<file path="config.mk">
export PLATFORM = sky130hd
export DESIGN_NAME = vx_axi_read_burst_splitter
export DESIGN_NICKNAME = d
export VERILOG_FILES = /design/src/rtl/vx_axi_read_burst_splitter.sv
export SDC_FILE = /design/constraint.sdc
export NUM_CORES = 1
export LEC_CHECK = 0
export ABC_AREA = 1
export BUFFER_PORTS_ARGS = -buffer_cell sky130_fd_sc_hd__buf_2
export CAP_MARGIN = 20
export CELL_PAD_IN_SITES_DETAIL_PLACEMENT = 0
export CELL_PAD_IN_SITES_GLOBAL_PLACEMENT = 1
export CORE_AREA = 2 2 461 463
export CTS_BUF_LIST = sky130_fd_sc_hd__clkbuf_8
export CTS_CLUSTER_DIAMETER = 50
export CTS_CLUSTER_SIZE = 14
export DETAILED_ROUTE_END_ITERATION = 10
export DIE_AREA = 0 0 463 465
export GPL_TIMING_DRIVEN = 0
export PLACE_DENSITY_LB_ADDON = 0.1
export SLEW_MARGIN = 30
export SYNTH_ARGS = -nofsm -noshare
export SYNTH_HDL_FRONTEND = slang
export SYNTH_SLANG_ARGS = --single-unit
export TNS_END_PERCENT = 10
</file>
<file path="constraint.sdc">
create_clock -name clk -period 3.5 [get_ports clk]
set_input_delay 0.525 -clock clk [delete_from_list [all_inputs] [get_ports clk]]
set_output_delay 0.525 -clock clk [all_outputs]
set_load 0.005 [all_outputs]
</file>
<file path="src/rtl/vx_axi_read_burst_splitter.sv">
// AXI4 read burst splitter: cuts long INCR bursts into MAX_BURST_LEN sub-bursts, tags the final one in
// the ID MSB, strips rlast of non-final ones, and caps sub-bursts in flight. Optional R skid buffer: VX_AXI_SPLIT_RSP_BUF_EN.
module vx_axi_read_burst_splitter #(
  parameter int AXI_DATA_WIDTH  = 512,
  parameter int AXI_ADDR_WIDTH  = 32,
  parameter int AXI_TID_WIDTH   = 8,
  parameter int MAX_BURST_LEN   = 16,
  parameter int MAX_OUTSTANDING = 8
) (
  input  logic                      clk,
  input  logic                      reset_n,
  input  logic                      s_axi_arvalid,
  output logic                      s_axi_arready,
  input  logic [AXI_ADDR_WIDTH-1:0] s_axi_araddr,
  input  logic [AXI_TID_WIDTH-1:0]  s_axi_arid,
  input  logic [7:0]                s_axi_arlen,
  input  logic [2:0]                s_axi_arsize,
  input  logic [1:0]                s_axi_arburst,
  input  logic [1:0]                s_axi_arlock,
  input  logic [3:0]                s_axi_arcache,
  input  logic [2:0]                s_axi_arprot,
  input  logic [3:0]                s_axi_arqos,
  input  logic [3:0]                s_axi_arregion,
  output logic                      s_axi_rvalid,
  input  logic                      s_axi_rready,
  output logic [AXI_DATA_WIDTH-1:0] s_axi_rdata,
  output logic [1:0]                s_axi_rresp,
  output logic                      s_axi_rlast,
  output logic [AXI_TID_WIDTH-1:0]  s_axi_rid,
  output logic                      m_axi_arvalid,
  input  logic                      m_axi_arready,
  output logic [AXI_ADDR_WIDTH-1:0] m_axi_araddr,
  output logic [AXI_TID_WIDTH:0]    m_axi_arid,
  output logic [7:0]                m_axi_arlen,
  output logic [2:0]                m_axi_arsize,
  output logic [1:0]                m_axi_arburst,
  output logic [1:0]                m_axi_arlock,
  output logic [3:0]                m_axi_arcache,
  output logic [2:0]                m_axi_arprot,
  output logic [3:0]                m_axi_arqos,
  output logic [3:0]                m_axi_arregion,
  input  logic                      m_axi_rvalid,
  output logic                      m_axi_rready,
  input  logic [AXI_DATA_WIDTH-1:0] m_axi_rdata,
  input  logic [1:0]                m_axi_rresp,
  input  logic                      m_axi_rlast,
  input  logic [AXI_TID_WIDTH:0]    m_axi_rid
);

  localparam logic [8:0] MAX_LEN = 9'(MAX_BURST_LEN);
  localparam logic [7:0] MAX_OUT = 8'(MAX_OUTSTANDING);
  localparam logic [1:0] BURST_INCR = 2'b01;

  typedef enum logic {IDLE, SPLIT} state_t;

  state_t                    state, state_nxt;
  logic [AXI_ADDR_WIDTH-1:0] addr_q, addr_mask, addr_step;
  logic [AXI_TID_WIDTH-1:0]  id_q;
  logic [8:0]                remaining_q, sub;
  logic [2:0]                size_q, prot_q;
  logic [1:0]                burst_q, lock_q;
  logic [3:0]                cache_q, qos_q, region_q;
  logic [7:0]                outstanding_q;
  logic                      s_ar_hs, m_ar_hs, r_last_hs;

  assign s_axi_arready = (state == IDLE) && reset_n;
  assign m_axi_arvalid = (state == SPLIT) && (outstanding_q < MAX_OUT);
  assign s_ar_hs       = s_axi_arvalid && s_axi_arready;
  assign m_ar_hs       = m_axi_arvalid && m_axi_arready;
  assign r_last_hs     = m_axi_rvalid && m_axi_rready && m_axi_rlast;

  always_comb begin
    sub = remaining_q;
    if (burst_q == BURST_INCR && remaining_q > MAX_LEN) sub = MAX_LEN;
    addr_mask = '1;
    addr_mask = addr_mask << size_q;
    addr_step = AXI_ADDR_WIDTH'(sub) << size_q;
  end

  assign m_axi_araddr   = addr_q;
  assign m_axi_arid     = {sub == remaining_q, id_q};
  assign m_axi_arlen    = 8'(sub - 9'd1);
  assign m_axi_arsize   = size_q;
  assign m_axi_arburst  = burst_q;
  assign m_axi_arlock   = lock_q;
  assign m_axi_arcache  = cache_q;
  assign m_axi_arprot   = prot_q;
  assign m_axi_arqos    = qos_q;
  assign m_axi_arregion = region_q;

  always_ff @(posedge clk or negedge reset_n) begin
    if (!reset_n) state <= IDLE;
    else          state <= state_nxt;
  end

  always_comb begin
    state_nxt = state;
    case (state)
      IDLE:  if (s_ar_hs) state_nxt = SPLIT;
      SPLIT: if (m_ar_hs && sub == remaining_q) state_nxt = IDLE;
      default: state_nxt = IDLE;
    endcase
  end

  always_ff @(posedge clk or negedge reset_n) begin
    if (!reset_n) begin
      addr_q      <= '0;
      id_q        <= '0;
      remaining_q <= '0;
      size_q      <= '0;
      burst_q     <= '0;
      lock_q      <= '0;
      cache_q     <= '0;
      prot_q      <= '0;
      qos_q       <= '0;
      region_q    <= '0;
    end else if (s_ar_hs) begin
      addr_q      <= s_axi_araddr;
      id_q        <= s_axi_arid;
      remaining_q <= {1'b0, s_axi_arlen} + 9'd1;
      size_q      <= s_axi_arsize;
      burst_q     <= s_axi_arburst;
      lock_q      <= s_axi_arlock;
      cache_q     <= s_axi_arcache;
      prot_q      <= s_axi_arprot;
      qos_q       <= s_axi_arqos;
      region_q    <= s_axi_arregion;
    end else if (m_ar_hs) begin
      remaining_q <= remaining_q - sub;
      addr_q      <= (addr_q & addr_mask) + addr_step;
    end
  end

  // A sub-burst issued and another retired in the same cycle cancel out.
  always_ff @(posedge clk or negedge reset_n) begin
    if (!reset_n) outstanding_q <= '0;
    else begin
      case ({m_ar_hs, r_last_hs})
        2'b10:   outstanding_q <= outstanding_q + 8'd1;
        2'b01:   outstanding_q <= outstanding_q - 8'd1;
        default: outstanding_q <= outstanding_q;
      endcase
    end
  end

`ifdef VX_AXI_SPLIT_RSP_BUF_EN
  localparam int RW = AXI_DATA_WIDTH + 2 + 1 + AXI_TID_WIDTH;

  logic [RW-1:0] buf_mem [2];
  logic          wr_ptr, rd_ptr, push, pop;
  logic [1:0]    count;

  assign m_axi_rready = (count != 2'd2);
  assign s_axi_rvalid = (count != 2'd0);
  assign push = m_axi_rvalid && m_axi_rready;
  assign pop  = s_axi_rvalid && s_axi_rready;
  assign {s_axi_rdata, s_axi_rresp, s_axi_rlast, s_axi_rid} = buf_mem[rd_ptr];

  // Entries hold the already-stripped rlast and the narrowed ID.
  always_ff @(posedge clk) begin
    if (push)
      buf_mem[wr_ptr] <= {m_axi_rdata, m_axi_rresp, m_axi_rlast & m_axi_rid[AXI_TID_WIDTH],
                          m_axi_rid[AXI_TID_WIDTH-1:0]};
  end

  always_ff @(posedge clk or negedge reset_n) begin
    if (!reset_n) begin
      wr_ptr <= 1'b0;
      rd_ptr <= 1'b0;
      count  <= '0;
    end else begin
      if (push) wr_ptr <= ~wr_ptr;
      if (pop)  rd_ptr <= ~rd_ptr;
      case ({push, pop})
        2'b10:   count <= count + 2'd1;
        2'b01:   count <= count - 2'd1;
        default: count <= count;
      endcase
    end
  end
`else
  assign s_axi_rvalid = m_axi_rvalid;
  assign m_axi_rready = s_axi_rready;
  assign s_axi_rdata  = m_axi_rdata;
  assign s_axi_rresp  = m_axi_rresp;
  assign s_axi_rlast  = m_axi_rlast & m_axi_rid[AXI_TID_WIDTH];
  assign s_axi_rid    = m_axi_rid[AXI_TID_WIDTH-1:0];
`endif

endmodule

</file>
## After elaboration in Yosys (flattened, before gate mapping)

Cells that the tools add are included.

- Output and inout port bits: 598
- Word-level logic and storage cells: 48
- Flip-flop bits (word level): 80
- Input port bits: 600

- Shift operators: 2
- Multiplexer cells: 9
- Bitwise operators: 3
- Reduce and logical (&&, ||, !) cells: 10
- Magnitude comparators: 2
- $add $sub $neg: 6
- Equal/unequal tests: 4

Operators with widths:

| kind | count |
|---|---|
| $mux 32 | 2 |
| $add 32x32->32 | 1 |
| $and 32x32->32 | 1 |
| $shl 32x3->32 const A | 1 |
| $shl 9x3->32 | 1 |
| $mux 9 | 3 |
| $pmux 8 s2 | 1 |
| $sub 8x1->8 const B | 2 |
| $add 8x1->9 const B | 1 |
| $eq 9x9->1 | 1 |
| $gt 9x5->1 const B | 1 |
| $sub 9x9->9 | 1 |
| $add 8x1->8 const B | 1 |
| $logic_and 1x1->1 | 8 |
| $lt 8x4->1 const B | 1 |
| $eq 2x1->1 const B | 2 |
| $reduce_bool 2->1 | 2 |
| $eq 2x2->1 const B | 1 |
| $mux 1 | 2 |
| $pmux 1 s2 | 1 |
| $and 1x1->1 | 1 |
| $not 1->1 | 1 |

## Longest topological paths before layout

- Depth in word-level cells: 7
- Gate-level depth with buffers: 26
- Gate-level depth less buffers: 25

## Worst setup path after synthesis

No wires, ideal clock.

- Path kind: reg2reg
- From: reg remaining_q[5]
- To: reg addr_q[18] (netlist: m_axi_araddr[18])
- Slack: 0.745 ns
- Buffers on the path: 1
- Arrival: 2.638 ns
- Setup time: 0.116 ns
- Cell stages (with the launch flop): 25
- Period minus slack after synthesis: 2.755 ns
- Data required time: 3.384 ns
- Cell sequence: dfrtp_1 inv_2 nand2_2 nor2_2 nand2_2 nand2_4 buf_12 nand2_4 inv_4 nand2_1 o21ai_2 nand2_1 nand3_1 o31ai_1 ha_1 nand2_1 nor2_1 and3_1 nand2_1 nand3_1 nand2_1 nand3_1 nand3_1 nand2_1 nand2_1

- Longest elaborated chain between the ends: 7

RTL lines:

| element | RTL line | RTL |
|---|---|---|
| start: declaration | 59 | `logic [8:0] remaining_q, sub;` |
| start signal: assignment | 120 | `remaining_q <= {1'b0, s_axi_arlen} + 9'd1;` |
| start signal: assignment | 129 | `remaining_q <= remaining_q - sub;` |
| $gt 9x5->1 | 74 | `if (burst_q == BURST_INCR && remaining_q > MAX_LEN) sub = MAX_LEN;` |
| $logic_and 1x1->1 | 74 |  |
| $mux 9 * | 74 |  |
| $shl 9x3->32 * | 77 | `addr_step = AXI_ADDR_WIDTH'(sub) << size_q;` |
| $add 32x32->32 * | 130 | `addr_q <= (addr_q & addr_mask) + addr_step;` |
| $mux 32 * | 128 | `end else if (m_ar_hs) begin` |
| $mux 32 * | 117 | `end else if (s_ar_hs) begin` |
| end signal: assignment | 118 | `addr_q <= s_axi_araddr;` |
| end signal: assignment | 130 |  |
| end: declaration | 57 | `logic [AXI_ADDR_WIDTH-1:0] addr_q, addr_mask, addr_step;` |

Mark *: on every way between the ends. The rest lies on a longest branch, timed or not. The select of a mux whose other input is x is not followed.
A chain may end at the register's enable or synchronous reset.

## Final worst setup path

- From: reg remaining_q[5]
- To: reg addr_q[29] (netlist: m_axi_araddr[29])

The elaborated chain is that of the path after synthesis.

==> impl_results.md <==
- Synth Flop Type: dfrtp_1
- Top cell by count, worst path: nand2_1
- CP endpoint kind: flop
- Switching Share: 54.5%
- Hold EP: m_axi_arburst[1]
- Via count: 11100
- Clock Skews: 0.0267 ns
- Worst R2R Setup Slack: 0.23 ns
- Worst path cell trace: inv_4, nand2_2, nor2_4, nand2_2, nand2_4, inv_4, nor2_4, nand2_1, nand2_1, o21ai_2, o21ai_1, ha_1, a21oi_2, nand2_2, a21oi_2, nand2_2, nand2_1, nand2_1, nand2_1, nand3_1, nand2_1, nand2_1
- Placed cells: 4944
- Layout Cell Area excl Fill: 0.0179 mm^2
- Max VDD drop: 294 uV
- Syn. warnings: 0
- Initial antenna violation count: 36
- CTS tree: yes
- Initial Util: 4.75%
- Antenna Violating Nets Remaining: 0
- Cell Pwr Density: 616 mW/mm^2
- RSZ-0062 raised after global routing: yes
- Syn Area/Cell: 6.92 um^2
- Die height: 465 um
- Clk_lat worst skew: 0.46 ns
- Reg2reg start: remaining_q[5]
- Fin crit period: 3.27 ns
- CP max FO: 9
- Final setup vio count: 0
- Synthesized flop and latch total: 80
- Rows: 169
- Max Fclk: 306 MHz
- Syn-to-layout area delta: 78.6%
- Max cap viols: 0
- Via-per-instance ratio: 2.24
- Worst path slowest cell: dfrtp_2
- First-pass GRT wire length: 97600 um
- Hold_sp: s_axi_arburst[1]
- Buffers on Ports: 675
- Layout cells sized above 1: 63.9%
- Int Pwr: 5010 uW
- Wire per inst: 15.1 um
- Psw: 6000 uW
- Post-synthesis instance area: 0.0100 mm^2
- Async SR Flop Fraction: 100%
- Largest net degree at the start of global routing: 46
- CP Class: flop to flop
- Crit path from: remaining_q[5]
- Dpl hpwl: 66000 um
- R2R depth: 22
- Placed standard-cell area: 0.0170 mm^2
- Global placement routability congestion: 0.843
- Fill cells: 24900
- Crit path buffers/inverters: 2
- Final hold violation count: 0
- Clk pin slew, worst setup/hold paths: 0.12 ns
- Vias in the first global route: 11600
- Clock power share: 9.0%
- Core area: 0.211 mm^2
- Tightest Pin Transition: 0.847 ns
- Grt total ovfl: 0
- Family with the most delay on the worst path: simple AND/OR/NAND/NOR gates
- Hold path cells: 3
- H-tree Lvls: 3
- Final slew viol count: 0
- EDFF count, synth: 0
- # clock sinks: 80
- Outcome: finished, final reports clean
- Arrival time at the worst endpoint: 3.60 ns
- DRC: 0
- Critical path launch point type: flop
- Comb pwr share: 73.6%
- RR Endpoint: m_axi_araddr[29]
- Finished Layout Cells: 4981
- Die area: 0.215 mm^2
- Die Wd: 463 um
- Final period util: 93.4%
- Syn Nets: 2075
- Largest stage delay, worst path: 0.45 ns
- Leak: 0.00897 uW
- Register share of total power: 17.3%
- Root Buffer: clkbuf_8
- Syn Inst Count: 1447
- Total CTS buffers: 9
- DRT Pass-1 Iters: 4
- Initial DRC count: 291
- Clock buffer depth: 2
- Total track usage: 6.60%
- Final WL: 75000 um
- NumNets Final: 2780
- Number of unique standard cell types used by synthesis: 47
- Io pins: 1198
- CP required: 3.84 ns
- Seq/Total Area, Yosys: 20.0%
- Worst hold path type: primary input to flop
- Slew headroom: 43.5%
## per-layer routing
metal	vias to the layer above	share of wire, %	track usage [%]
met5	-	0.23	0
met4	28	2.7	1.84
met3	88	7.9	2.30
met2	643	57	13.5
met1	4969	32	6.01
li1	5411	-	-
## metrics by stage
| step | TNS, ns | worst slack [ns] | total power, uW | utilization (%) | hold slack [ns] |
|---|---|---|---|---|---|
| 5_1_grt | -0.286 | -0.0740 | 12300 | 8.48 | 0.203 |
| 2_1_floorplan | 0 | 0.745 | 5600 | - | 0.229 |
| 6_report | 0 | 0.231 | 11000 | 8.49 | 0.259 |
| 3_3_place_gp | -83.25 | -1.61 | 9230 | 8.03 | 0.477 |
| 3_5_place_dp | -11.57 | -0.723 | 9120 | 8.05 | 0.461 |
| 4_1_cts | -0.144 | -0.0523 | 10700 | 8.27 | 0.174 |
## final cells by class
cell class | count | area, um^2 | area share, %
clock buffer | 11 | 151 | 0.846
timing repair buffer | 695 | 3580 | 20.0
tap | 2821 | 3530 | 19.7
multi-input combinational | 697 | 3980 | 22.3
inverter | 117 | 447 | 2.50
clock inverter | 3 | 90.1 | 0.504
buffer | 552 | 4090 | 22.8
sequential | 80 | 2010 | 11.2
antenna | 5 | 12.5 | 0.0699
## sequential cells by signal, indices dropped and copies added (netlist names)
name / flops
id_q: 8
m_axi_araddr: 32
m_axi_arqos: 4
state: 1
outstanding_q: 8
m_axi_arregion: 4
m_axi_arsize: 3
m_axi_arcache: 4
m_axi_arlock: 2
m_axi_arprot: 3
remaining_q: 9
m_axi_arburst: 2
## worst register-to-register path, cell delays in order, from the launching register on
cell and delay, ns:
dfrtp_2 0.45, inv_4 0.08, nand2_2 0.08, nor2_4 0.13, nand2_2 0.09, nand2_4 0.13
inv_4 0.12, nor2_4 0.15, nand2_1 0.06, nand2_1 0.15, o21ai_2 0.10, o21ai_1 0.17
ha_1 0.31, a21oi_2 0.26, nand2_2 0.12, a21oi_2 0.19, nand2_2 0.12, nand2_1 0.10
nand2_1 0.06, nand2_1 0.05, nand3_1 0.08, nand2_1 0.10, nand2_1 0.05
## logic make-up after synthesis
logic type	Yosys count	synth area share, %
compound gates	125	7.18
xor+xnor	23	2.01
fa+ha+maj	28	3.65
buf+inv	670	45.1
flops	80	20.0
other cells	1	0.0374
simple gates	520	22.0
## cells in the final DEF, fill, tap and decap left out, types with 10 or more instances in the layout
| cell | count |
|---|---|
| inv_1 | 105 |
| o21ai_2 | 13 |
| buf_4 | 543 |
| nand2_2 | 24 |
| xor2_1 | 19 |
| buf_2 | 682 |
| nand2_1 | 285 |
| dfrtp_1 | 72 |
| nand2_4 | 13 |
| o21ai_0 | 30 |
| o22ai_1 | 10 |
| a21oi_1 | 23 |
| ha_1 | 15 |
| clkbuf_8 | 11 |
| nor2_1 | 78 |
| nand3_1 | 69 |
## synth_stat cells, types with 2 or more instances
cell type,instances,area share (%)
o21ai_2,2,0.17
nand2_2,9,0.56
nor2_1,87,3.3
nand3_1,76,3.8
nand4_1,6,0.37
xor2_1,19,1.7
nand2_1,308,12
or2_2,4,0.25
fa_1,2,0.40
nor4_1,2,0.12
o22ai_1,10,0.62
a31oi_1,6,0.37
o211ai_1,5,0.37
a21oi_1,35,1.7
o21bai_1,6,0.45
o31ai_1,2,0.15
nand2_4,5,0.56
ha_1,26,3.2
a22oi_1,2,0.15
and3_1,2,0.12
xnor2_1,4,0.35
nor3_1,12,0.60
o21ai_1,11,0.55
inv_2,5,0.19
buf_1,5,0.19
buf_4,526,39
o21ai_0,37,1.8
nor2_2,3,0.19
o221ai_1,5,0.44
inv_4,2,0.12
dfrtp_1,80,20
inv_1,109,4.1
buf_2,7,0.35
clkbuf_1,14,0.52
## worst max-delay path by stage
stage / cells after the start / slack [ns] / endpoint
finish: 22 / 0.23 / m_axi_araddr[29]
global route: 23 / -0.07 / m_axi_araddr[18]
CTS: 25 / -0.05 / m_axi_araddr[19]
detailed placement: 18 / -0.72 / m_axi_araddr[18]
global placement: 7 / -1.61 / m_axi_arburst[0]
floorplan: 24 / 0.75 / m_axi_araddr[18]
## power by group through the flow
| stage | Sequential, uW | Clock, uW | Combinational [uW] |
|---|---|---|---|
| 2_1_floorplan | 1730 | 0 | 3880 |
| 3_3_place_gp | 1920 | 0 | 7310 |
| 3_5_place_dp | 1900 | 0 | 7220 |
| 4_1_cts | 1920 | 1120 | 7700 |
| 5_1_grt | 2000 | 1120 | 9160 |
| 6_report | 1910 | 996 | 8110 |
## repair_timing
| action | in CTS | in global routing |
|---|---|---|
| setup endpoints to repair | 31 | 27 |
| hold endpoints to repair | 43 | 0 |
| buffers inserted | 6 | 11 |
| hold buffers | 1 | 0 |
| pin swaps | 7 | 25 |
| gates resized for setup | 55 | 79 |
| gates cloned | 0 | 1 |
No activity file was read; power rests on OpenSTA's default activity.
